**src/rtl/an_decode_packer.sv**
```systemverilog
// Bit-serial AN-code decoder: divides each codeword by A, checks the remainder,
// and packs ten signed quotients into one frame. Optional: ANDEC_POISON_ON_ERR_EN.
module an_decode_packer #(
  parameter int DATA_WIDTH = 24,
  parameter int A          = 29,
  parameter int A_WIDTH    = 5,
  parameter int CODE_WIDTH = 29,
  parameter int N_CLASS    = 10
) (
  input  logic                          clk,
  input  logic                          rst,
  input  logic                          in_valid,
  output logic                          in_ready,
  input  logic [CODE_WIDTH-1:0]         in_code,
  output logic [DATA_WIDTH*N_CLASS-1:0] layer_out,
  output logic                          valid,
  output logic [N_CLASS-1:0]            err_mask,
  output logic                          err
);

  localparam int REM_W = A_WIDTH + 1;
  localparam int CNT_W = $clog2(CODE_WIDTH);
  localparam int IDX_W = $clog2(N_CLASS);
  localparam logic [CODE_WIDTH-1:0] NEG_LIM = CODE_WIDTH'(64'd1 << (DATA_WIDTH - 1));
  localparam logic [CODE_WIDTH-1:0] POS_LIM = NEG_LIM - 1'b1;
  localparam logic [DATA_WIDTH-1:0] POISON  = DATA_WIDTH'(64'd1 << (DATA_WIDTH - 1));

  typedef enum logic [1:0] {S_IDLE, S_DIV, S_STORE, S_DONE} state_t;

  state_t                                 state_q, state_d;
  logic                                   sign_q, sign_d;
  logic [CODE_WIDTH-1:0]                  mag_q, mag_d;
  logic [REM_W-1:0]                       rem_q, rem_d;
  logic [CODE_WIDTH-1:0]                  quo_q, quo_d;
  logic [CNT_W-1:0]                       cnt_q, cnt_d;
  logic [IDX_W-1:0]                       idx_q, idx_d;
  logic [N_CLASS-1:0][DATA_WIDTH-1:0]     buf_q, buf_d;
  logic [N_CLASS-1:0]                     berr_q, berr_d;
  logic [DATA_WIDTH*N_CLASS-1:0]          layer_q, layer_d;
  logic [N_CLASS-1:0]                     err_mask_q, err_mask_d;
  logic                                   err_q, err_d;

  logic [REM_W-1:0]      shifted;
  logic                  rem_ge;
  logic [CODE_WIDTH-1:0] q_signed;
  logic                  ovf;
  logic                  slot_err;

  // NOTE: every always_comb output gets a default first so no path can infer a latch.
  always_comb begin
    state_d    = state_q;
    sign_d     = sign_q;
    mag_d      = mag_q;
    rem_d      = rem_q;
    quo_d      = quo_q;
    cnt_d      = cnt_q;
    idx_d      = idx_q;
    buf_d      = buf_q;
    berr_d     = berr_q;
    layer_d    = layer_q;
    err_mask_d = err_mask_q;
    err_d      = err_q;

    shifted  = {rem_q[A_WIDTH-1:0], mag_q[CODE_WIDTH-1]};
    rem_ge   = (shifted >= REM_W'(A));
    q_signed = sign_q ? ('0 - quo_q) : quo_q;
    ovf      = sign_q ? (quo_q > NEG_LIM) : (quo_q > POS_LIM);
    slot_err = (rem_q != '0) || ovf;

    unique case (state_q)
      S_IDLE: begin
        if (in_valid) begin
          sign_d  = in_code[CODE_WIDTH-1];
          mag_d   = in_code[CODE_WIDTH-1] ? ('0 - in_code) : in_code;
          rem_d   = '0;
          quo_d   = '0;
          cnt_d   = CNT_W'(CODE_WIDTH - 1);
          state_d = S_DIV;
        end
      end
      S_DIV: begin
        rem_d = rem_ge ? (shifted - REM_W'(A)) : shifted;
        quo_d = {quo_q[CODE_WIDTH-2:0], rem_ge};
        mag_d = {mag_q[CODE_WIDTH-2:0], 1'b0};
        cnt_d = cnt_q - 1'b1;
        if (cnt_q == '0) state_d = S_STORE;
      end
      S_STORE: begin
`ifdef ANDEC_POISON_ON_ERR_EN
        buf_d[idx_q] = slot_err ? POISON : q_signed[DATA_WIDTH-1:0];
`else
        buf_d[idx_q] = q_signed[DATA_WIDTH-1:0];
`endif
        berr_d[idx_q] = slot_err;
        idx_d         = idx_q + 1'b1;
        if (idx_q == IDX_W'(N_CLASS - 1)) begin
          // Publish here so the new frame is visible in the same cycle as valid.
          layer_d    = buf_d;
          err_mask_d = berr_d;
          err_d      = |berr_d;
          state_d    = S_DONE;
        end else begin
          state_d = S_IDLE;
        end
      end
      S_DONE: begin
        idx_d   = '0;
        berr_d  = '0;
        state_d = S_IDLE;
      end
      default: state_d = S_IDLE;
    endcase
  end

  // NOTE: state updates use non-blocking assignments so every flop samples pre-edge values.
  always_ff @(posedge clk) begin
    if (rst) begin
      state_q    <= S_IDLE;
      sign_q     <= 1'b0;
      mag_q      <= '0;
      rem_q      <= '0;
      quo_q      <= '0;
      cnt_q      <= '0;
      idx_q      <= '0;
      // NOTE: the slot buffer is reset because a reset must discard any partial frame.
      buf_q      <= '0;
      berr_q     <= '0;
      layer_q    <= '0;
      err_mask_q <= '0;
      err_q      <= 1'b0;
    end else begin
      state_q    <= state_d;
      sign_q     <= sign_d;
      mag_q      <= mag_d;
      rem_q      <= rem_d;
      quo_q      <= quo_d;
      cnt_q      <= cnt_d;
      idx_q      <= idx_d;
      buf_q      <= buf_d;
      berr_q     <= berr_d;
      layer_q    <= layer_d;
      err_mask_q <= err_mask_d;
      err_q      <= err_d;
    end
  end

  assign in_ready  = (state_q == S_IDLE) && !rst;
  assign valid     = (state_q == S_DONE);
  assign layer_out = layer_q;
  assign err_mask  = err_mask_q;
  assign err       = err_q;

endmodule

```
**config.mk**
```make
export PLATFORM = sky130hd
export DESIGN_NAME = an_decode_packer
export DESIGN_NICKNAME = d
export VERILOG_FILES = /design/src/rtl/an_decode_packer.sv
export SDC_FILE = /design/constraint.sdc
export NUM_CORES = 1
export LEC_CHECK = 0
export BUFFER_PORTS_ARGS = -buffer_cell sky130_fd_sc_hd__buf_2
export CAP_MARGIN = 20
export CORE_MARGIN = 1
export CORE_UTILIZATION = 50
export CTS_BUF_LIST = sky130_fd_sc_hd__clkbuf_8
export CTS_CLUSTER_SIZE = 40
export DETAILED_ROUTE_END_ITERATION = 8
export GPL_TIMING_DRIVEN = 0
export PLACE_DENSITY_LB_ADDON = 0.05
export SKIP_LAST_GASP = 1
export SYNTH_ARGS = -nofsm -noshare
export SYNTH_HDL_FRONTEND = slang
export SYNTH_SLANG_ARGS = --single-unit
```
**constraint.sdc**
```tcl
create_clock -name clk -period 6.5 [get_ports clk]
set_input_delay 1.3 -clock clk [delete_from_list [all_inputs] [get_ports clk]]
set_output_delay 1.3 -clock clk [all_outputs]
set_load 0.1 [all_outputs]
```
After elaboration in Yosys (flattened, before gate mapping)
Cells that the tools add are included.
- reduce and logical (&&, ||, !) cells: 14
- order comparisons: 5
- eq/ne operators: 6
- multiplexer cells: 24
- add/sub/neg operators: 5
- operator list (cell ; count):
    240-bit bitwise mux ; 1
    29-bit case mux with 2 select lines ; 2
    24-bit demux with 4-bit select ; 1
    29-bit two-way mux ; 3
    24-bit two-way mux ; 2
    29-bit by 23-bit greater-than comparator with 1-bit output (second input constant) ; 1
    29-bit by 24-bit greater-than comparator with 1-bit output (second input constant) ; 1
    1-bit by 29-bit subtractor with 29-bit output (first input constant) ; 1
    1-bit by 24-bit subtractor with 24-bit output (first input constant) ; 1
    10-bit case mux with 2 select lines ; 1
    6-bit two-way mux ; 2
    6-bit case mux with 2 select lines ; 1
    10-bit bitwise mux ; 1
    5-bit case mux with 2 select lines ; 1
    10-bit OR reduction ; 1
    2-bit case mux with 4 select lines ; 1
    4-bit case mux with 2 select lines ; 1
    2-bit AND reduction ; 4
    6-bit by 5-bit greater-or-equal comparator with 1-bit output (second input constant) ; 1
    2-bit two-way mux ; 3
    6-bit nonzero test ; 1
    6-bit by 5-bit subtractor with 6-bit output (second input constant) ; 1
    5-bit logical NOT ; 1
    4-bit by 5-bit < comparator with 1-bit output (second input constant) ; 1
    15 further kinds ; 20
- logic and storage cells: 75
- input bits: 32
- register bits: 577
- output and inout port bits: 253

Logic depth before layout (Yosys ltp)
Gate-level depths: netlist of the first run.
- word-level depth: 6
- gate-level depth with buffers: 11
- mapped depth without buffers: 8

Least setup slack after synthesis of the first run
No wires, ideal clock.
- path type: in2out
- from: in rst
- to: out in_ready
- arrival: 3.897 ns
- cell stages on the path: 4
- slack: 1.303 ns
- cell sequence: clkbuf_1 clkbuf_1 clkbuf_1 nor3_1
- word-level cells in the longest chain between the ends: 2
- ends and longest elaborated chain (what ; line ; source):
    start: declaration ; 11 ; input logic rst,
    1-bit logical NOT ; 147 ; assign in_ready = (state_q == S_IDLE) && !rst;
    1-bit logical AND ; 147 ;
    end: declaration ; 13 ; output logic in_ready,
No other way between the ends.

Worst setup path in the final report of the first run
Ends and elaborated chain as after synthesis.

==> results_dict.tcl, run 1 <==
set metrics [dict create \
    setup_violations 0 \
    status "finished, final reports clean" \
    synth_compound_area_share_pct 18.8 \
    drtPass1Iterations 5 \
    synthMuxAreaShare_pct 0.0941 \
    vdd_drop_max_mv 0.183 \
    tightestPinTransition_ns 1.21 \
    seqCellArea_mm2 0.0111 \
    antenna_cells 0 \
    fill_cells 3945 \
    cp.arrival_ns 3.98 \
    wire_per_inst_um 21.5 \
    cts-hold-fix-buffers 0 \
    drive_gt1_share_pct 14.6 \
    wl_um 76400 \
    grt_pass1_vias 19300 \
    clk_latency_ns 0.67 \
    remaining_drc_errors 0 \
    synth_top_family_by_area "simple AND/OR/NAND/NOR gates" \
    synthDominantCellAreaShare_pct 51.9 \
    synth_simple_gate_area_share_pct 21.3 \
    synth_nets 2616 \
    cp_max_fo 10 \
    required_ns 5.20 \
    synthTopCellsByArea "dfxtp_1 52%, nor2_1 7.1%, a211oi_1 6.7%" \
    syn-cell-area_mm2 0.0213 \
    synth_most_common_cell "dfxtp_1" \
    antenna_found_initial 0 \
    drtIter0Drc 1653 \
    fp.dieArea_mm2 0.0434 \
    numCtsBuffers 89 \
    final.period_utilization_pct 81.2 \
    fin_crit_ns 5.28 \
    relSlewSlack_pct 19.0 \
    hpwl_um 54700 \
    rows 75 \
    multi_input_area_mm2 0.00917 \
    die_y_um 208 \
    track_usage_pct 34.6 \
    grtUsageMet2_pct 55.0 \
    layout.nets 3002 \
    slew_viol_final 0 \
    async_flop_share_pct 0 \
    cellPowerDensity_mw_per_mm2 263 \
    crit_path_end_kind "output pin" \
    r2r_cells 11 \
    synthAdderAreaFrac_pct 0.647 \
    hold_ws_ns 0.445 \
    synth_seq_cells 552 \
    dp_slack_ns 1.27 \
    syn-mean-instance-area_um2 8.27 \
    core-area_mm2 0.0419 \
    rsz0062_at_grt "no" \
    ctsResizeCount 0 \
    vias 20600 \
    cts_tree "done" \
    worstSetupPathType "in2out" \
    initial_core_util_pct 50.7 \
    fin_setup_tns_ns 0 \
    grt_max_degree 13 \
    synth_top_area_cell "dfxtp_1" \
    cts_root_buf "clkbuf_8" \
    syn_inst 2573 \
    p_leak_nw 9.44 \
    hold_viol 0 \
    synth_xor_area_share_pct 2.26 \
    post-cts-setup-buffers 0 \
    hold_class "reg2reg" \
    grt_pass1_wl_um 114000 \
    grt_overflow_total 0 \
    hold_depth 2 \
    cts_num_sinks 552 \
    met1_usage_pct 45.6 \
    synth_commonest_cells "552 x dfxtp_1, 401 x nor2_1, 288 x nand2_1" \
    synth_edf_count 0 \
    maxCapViolations 0 \
    numPortBuffers 284 \
    gr-usage-met3_pct 5.34 \
    syn2layout_area_growth_pct 18.7 \
    gp_congestion 0.918 \
    htree_num_levels 3 \
    cts_buffer_depth 3 \
    ys_warn_count 0 \
    synth_top_flop_cell "dfxtp_1" \
    yosysUniqueCellTypes 59 \
    fmaxAchievable_mhz 190 \
    vias_per_cell 5.78 \
    die_x_um 208 \
    path_clk_slew_ns 0.06 \
    setup_ws_ns 1.22 \
    grt_busiest_layer "met2" \
    yosysSeqAreaShare_pct 51.9 \
    ios 285 \
    clock_skew_ns 0.0272 \
    startpoint_type "input pin" \
    ant_nets 0 \
]
[critical path, stage by stage]
cell      delay (ns)
buf_2           0.13
clkbuf_1        0.47
clkbuf_1        0.74
clkbuf_1        0.69
nor3_1          0.25
buf_2           0.37
[metrics by stage]
stage,instance area [um2],instances,power [W],util [%]
floorplan,21300,2573,0.00369,-
global placement,23400,3396,0.00379,55.7
detailed placement,23600,3406,0.00380,56.2
CTS,25200,3560,0.00665,60.2
global route,25300,3561,0.00684,60.2
finish,25300,3561,0.00664,60.2
[cells by family after synthesis]
family,Yosys count
fa+ha+maj,11
flops,552
compound gates,629
simple gates,1052
xor+xnor,55
buf+inv,272
mux,2
[flip-flops by register name (all words and copies together) (netlist names)]
name and cells:
sign_q 1, err 1, quo_q 29, state_q 2
berr_q 9, rem_q 6, cnt_q 5, err_mask 10
idx_q 4, buf_q 216, mag_q 29, layer_out 240
[layout by cell type, fill, tap and decap left out, types with 4 or more instances in the layout]
cell type / instances
buf_1: 10
a211oi_1: 190
nor4_1: 10
buf_4: 5
nor3_1: 149
clkbuf_8: 102
clkbuf_1: 229
or4_1: 7
xnor2_1: 31
nor2_1: 401
ha_1: 11
o21ai_0: 50
a221oi_1: 5
a21o_1: 5
buf_2: 293
inv_1: 56
a21oi_1: 258
a22oi_1: 25
clkinv_2: 5
xor2_1: 24
o21a_1: 19
o211ai_1: 16
nand2_1: 288
buf_8: 6
o41ai_1: 12
inv_6: 4
dfxtp_1: 552
o22ai_1: 10
nor2b_1: 4
nand2b_1: 6
o31ai_1: 10
and2_1: 13
nand4_1: 7
nand3_1: 145
a31oi_1: 9
[layout make-up]
cell class / instances / share of cell area, %
Buffer: 254 / 3.94
Clock buffer: 102 / 5.56
Clock inverter: 52 / 1.11
Inverter: 18 / 0.268
Multi-Input combinational cell: 1749 / 36.3
Sequential cell: 552 / 43.8
Tap cell: 539 / 2.67
Timing Repair Buffer: 295 / 6.39
[power by group]
| group | internal (W) | switching, W |
|---|---|---|
| sequential | 0.00341 | 0.0000211 |
| combinational | 0.0000807 | 0.000218 |
| clock | 0.00151 | 0.00140 |
| total | 0.00500 | 0.00164 |
[final timing paths]
path / from / endpoint / slack [ns]
max: rst / in_ready / 1.22
max reg2reg: quo_q[0]$_SDFFE_PP0P_ / layer_out[232]$_SDFFE_PP0P_ / 2.26
min: layer_out[73]$_SDFFE_PP0P_ / layer_out[73]$_SDFFE_PP0P_ / 0.45
min reg2reg: layer_out[73]$_SDFFE_PP0P_ / layer_out[73]$_SDFFE_PP0P_ / 0.45
[metal layers]
metal	vias up	wire length, um
met5	-	0
met4	0	3480
met3	153	5580
met2	822	35100
met1	9907	32300
li1	9707	-
Note: power is estimated with default switching activity, not from simulation.
==> inputs of run 2 (changes only) <==
- ABC_AREA: unset -> 1
- clock period: 6.5 -> 4.2 ns (I/O delays scaled with it)
==> run 2 against run 1 <==
Compared with the run above:
- final cell count grew 19%
- flip-flop and latch count grew 1
- largest power group unchanged
- clock power grew 79%
- hold slack gained 0.016 ns
==> results_dict.tcl, run 2 <==
set metrics [dict create \
    fin_crit_ns 3.35 \
    path_clk_slew_ns 0.05 \
    synth_top_area_cell "dfxtp_1" \
    htree_num_levels 3 \
    clk_latency_ns 0.70 \
    slew_viol_final 0 \
    syn2layout_area_growth_pct 18.3 \
    syn-mean-instance-area_um2 7.28 \
    gp_congestion 0.910 \
    ys_warn_count 0 \
    reg2reg_slack_ns 0.92 \
    vdd_drop_max_mv 0.333 \
    cts-hold-fix-buffers 0 \
    grt_overflow_total 0 \
    layout.nets 3618 \
    synth_xor_area_share_pct 0.694 \
    synthDominantCellAreaShare_pct 47.6 \
    clock_skew_ns 0.0530 \
    cts_buffer_depth 3 \
    synth_edf_count 0 \
    relSlewSlack_pct 32.8 \
    holdPathEnd "berr_q[6]$_SDFFE_PP0P_" \
    vias_per_cell 5.60 \
    syn-cell-area_mm2 0.0233 \
    hpwl_um 56800 \
    worstSetupPathType "in2out" \
    synthTopCellsByArea "dfxtp_1 48%, o21ai_0 13%, a21oi_1 8.7%" \
    status "finished, final reports clean" \
    wire_per_inst_um 18.9 \
    vias 23800 \
    multi_input_area_mm2 0.0102 \
    synth_simple_gate_area_share_pct 16.4 \
    crit_path_end_kind "output pin" \
    required_ns 3.36 \
    holdCritStartpoint "berr_q[6]$_SDFFE_PP0P_" \
    synth_most_common_cell "o21ai_0" \
    final_cell_mix "625 x o21ai_0, 553 x dfxtp_1, 502 x nand2_1" \
    track_usage_pct 32.8 \
    die_x_um 218 \
    numPortBuffers 284 \
    cellPowerDensity_mw_per_mm2 427 \
    post-cts-setup-buffers 0 \
    p_leak_nw 12.5 \
    fmaxAchievable_mhz 298 \
    drtPass1Iterations 6 \
    synth_compound_area_share_pct 26.1 \
    yosysUniqueCellTypes 41 \
    hold_viol 0 \
    seqCellArea_mm2 0.0111 \
    cp.arrival_ns 2.51 \
    synth_top_family_by_area "compound AO/OA/AOI/OAI gates" \
    syn_inst 3194 \
    drive_gt1_share_pct 15.1 \
    largest_register_ff_count 240 \
    synth_top_flop_cell "dfxtp_1" \
    rows 78 \
    synthAdderAreaFrac_pct 0.592 \
    hold_depth 2 \
    wl_um 80200 \
    fin_setup_tns_ns 0 \
    setup_violations 0 \
    final_common_cell "o21ai_0" \
    synth_commonest_cells "625 x o21ai_0, 553 x dfxtp_1, 502 x nand2_1" \
    r2r_start "quo_q[0]$_SDFFE_PP0P_" \
    tightestPinTransition_ns 1.00 \
    synth_seq_cells 553 \
    core-area_mm2 0.0456 \
    cts_tree "done" \
    hold_class "reg2reg" \
    cts_num_sinks 553 \
    fill_cells 4285 \
    grt_max_degree 14 \
    antenna_cells 0 \
    final.period_utilization_pct 79.8 \
    hold_ws_ns 0.461 \
    numCtsBuffers 93 \
    synth_nets 3237 \
    async_flop_share_pct 0 \
    rsz0062_at_grt "no" \
    grt_pass1_wl_um 121000 \
    ctsResizeCount 0 \
    r2r_cells 11 \
    drtIter0Drc 2372 \
    maxCapViolations 0 \
    synthMuxAreaShare_pct 0 \
    ant_nets 0 \
    initial_core_util_pct 51.0 \
    remaining_drc_errors 0 \
    ios 285 \
    grt_pass1_vias 21800 \
    die_y_um 218 \
    yosysSeqAreaShare_pct 47.6 \
    antenna_found_initial 2 \
    fp.dieArea_mm2 0.0474 \
    startpoint_type "input pin" \
    cts_root_buf "clkbuf_8" \
    cp_max_fo 10 \
    reg2reg_to "layer_out[208]$_SDFFE_PP0P_" \
]
run 2: worst max-delay path by stage:
stage | start | to | slack [ns] | cells after the start
after floorplan | rst | in_ready | 0.10 | 3
after global placement | quo_q[0]$_SDFFE_PP0P_ | layer_out[38]$_SDFFE_PP0P_ | 0.80 | 11
after detailed placement | rst | in_ready | 0.90 | 5
after CTS | rst | in_ready | 0.90 | 5
after global routing | quo_q[0]$_SDFFE_PP0P_ | buf_q[112]$_SDFFE_PP0P_ | 0.72 | 11
final | rst | in_ready | 0.85 | 5
run 2: power breakdown:
group / internal, W / switching (W) / leakage [nW]
clock: 0.00293 / 0.00228 / 1.15
combinational: 0.000285 / 0.000708 / 6.89
sequential: 0.00544 / 0.0000969 / 4.48
run 2: cells by family (layout without fill, tap and decap cells):
family,count (synthesis),after routing
AO/OA/AOI/OAI,1173,1173
XOR/XNOR,15,15
adder cells (fa/ha/maj),11,11
buffers and inverters,515,971
flip-flops,553,553
AND/OR/NAND/NOR,927,927
run 2: routing by layer:
| layer | routed length (um) | track usage [%] | vias to the layer above |
|---|---|---|---|
| li1 | - | - | 11400 |
| met1 | 34600 | 44.2 | 11200 |
| met2 | 36000 | 51.3 | 1004 |
| met3 | 6310 | 6.08 | 243 |
| met4 | 3270 | 14.0 | 0 |
| met5 | 0 | 0 | - |
run 2: layout make-up:
cell class                      count  area share (%)
Sequential cell                   553            40.2
Multi-Input combinational cell   2126            37.0
Clock buffer                      126            6.30
Timing Repair Buffer              286            5.25
Inverter                          281            3.83
Buffer                            234            3.41
Tap cell                          600            2.73
Clock inverter                     44            1.17
run 2: critical path, cell delays in order:
cell      delay, ns
buf_2          0.14
clkbuf_1       0.29
clkbuf_1       0.36
nor3_1         0.37
buf_2          0.50
run 2: stage by stage:
stage	total power, W	area (um2)	instances	setup slack, ns	util [%]
6_report	0.0117	27500	4250	0.847	60.3
5_1_grt	0.0122	27500	4250	0.725	60.3
4_1_cts	0.0118	27500	4249	0.902	60.3
3_5_place_dp	0.00661	25400	4079	0.901	55.8
3_3_place_gp	0.00657	25400	4078	0.803	55.8
2_1_floorplan	0.00628	23300	3194	0.104	-
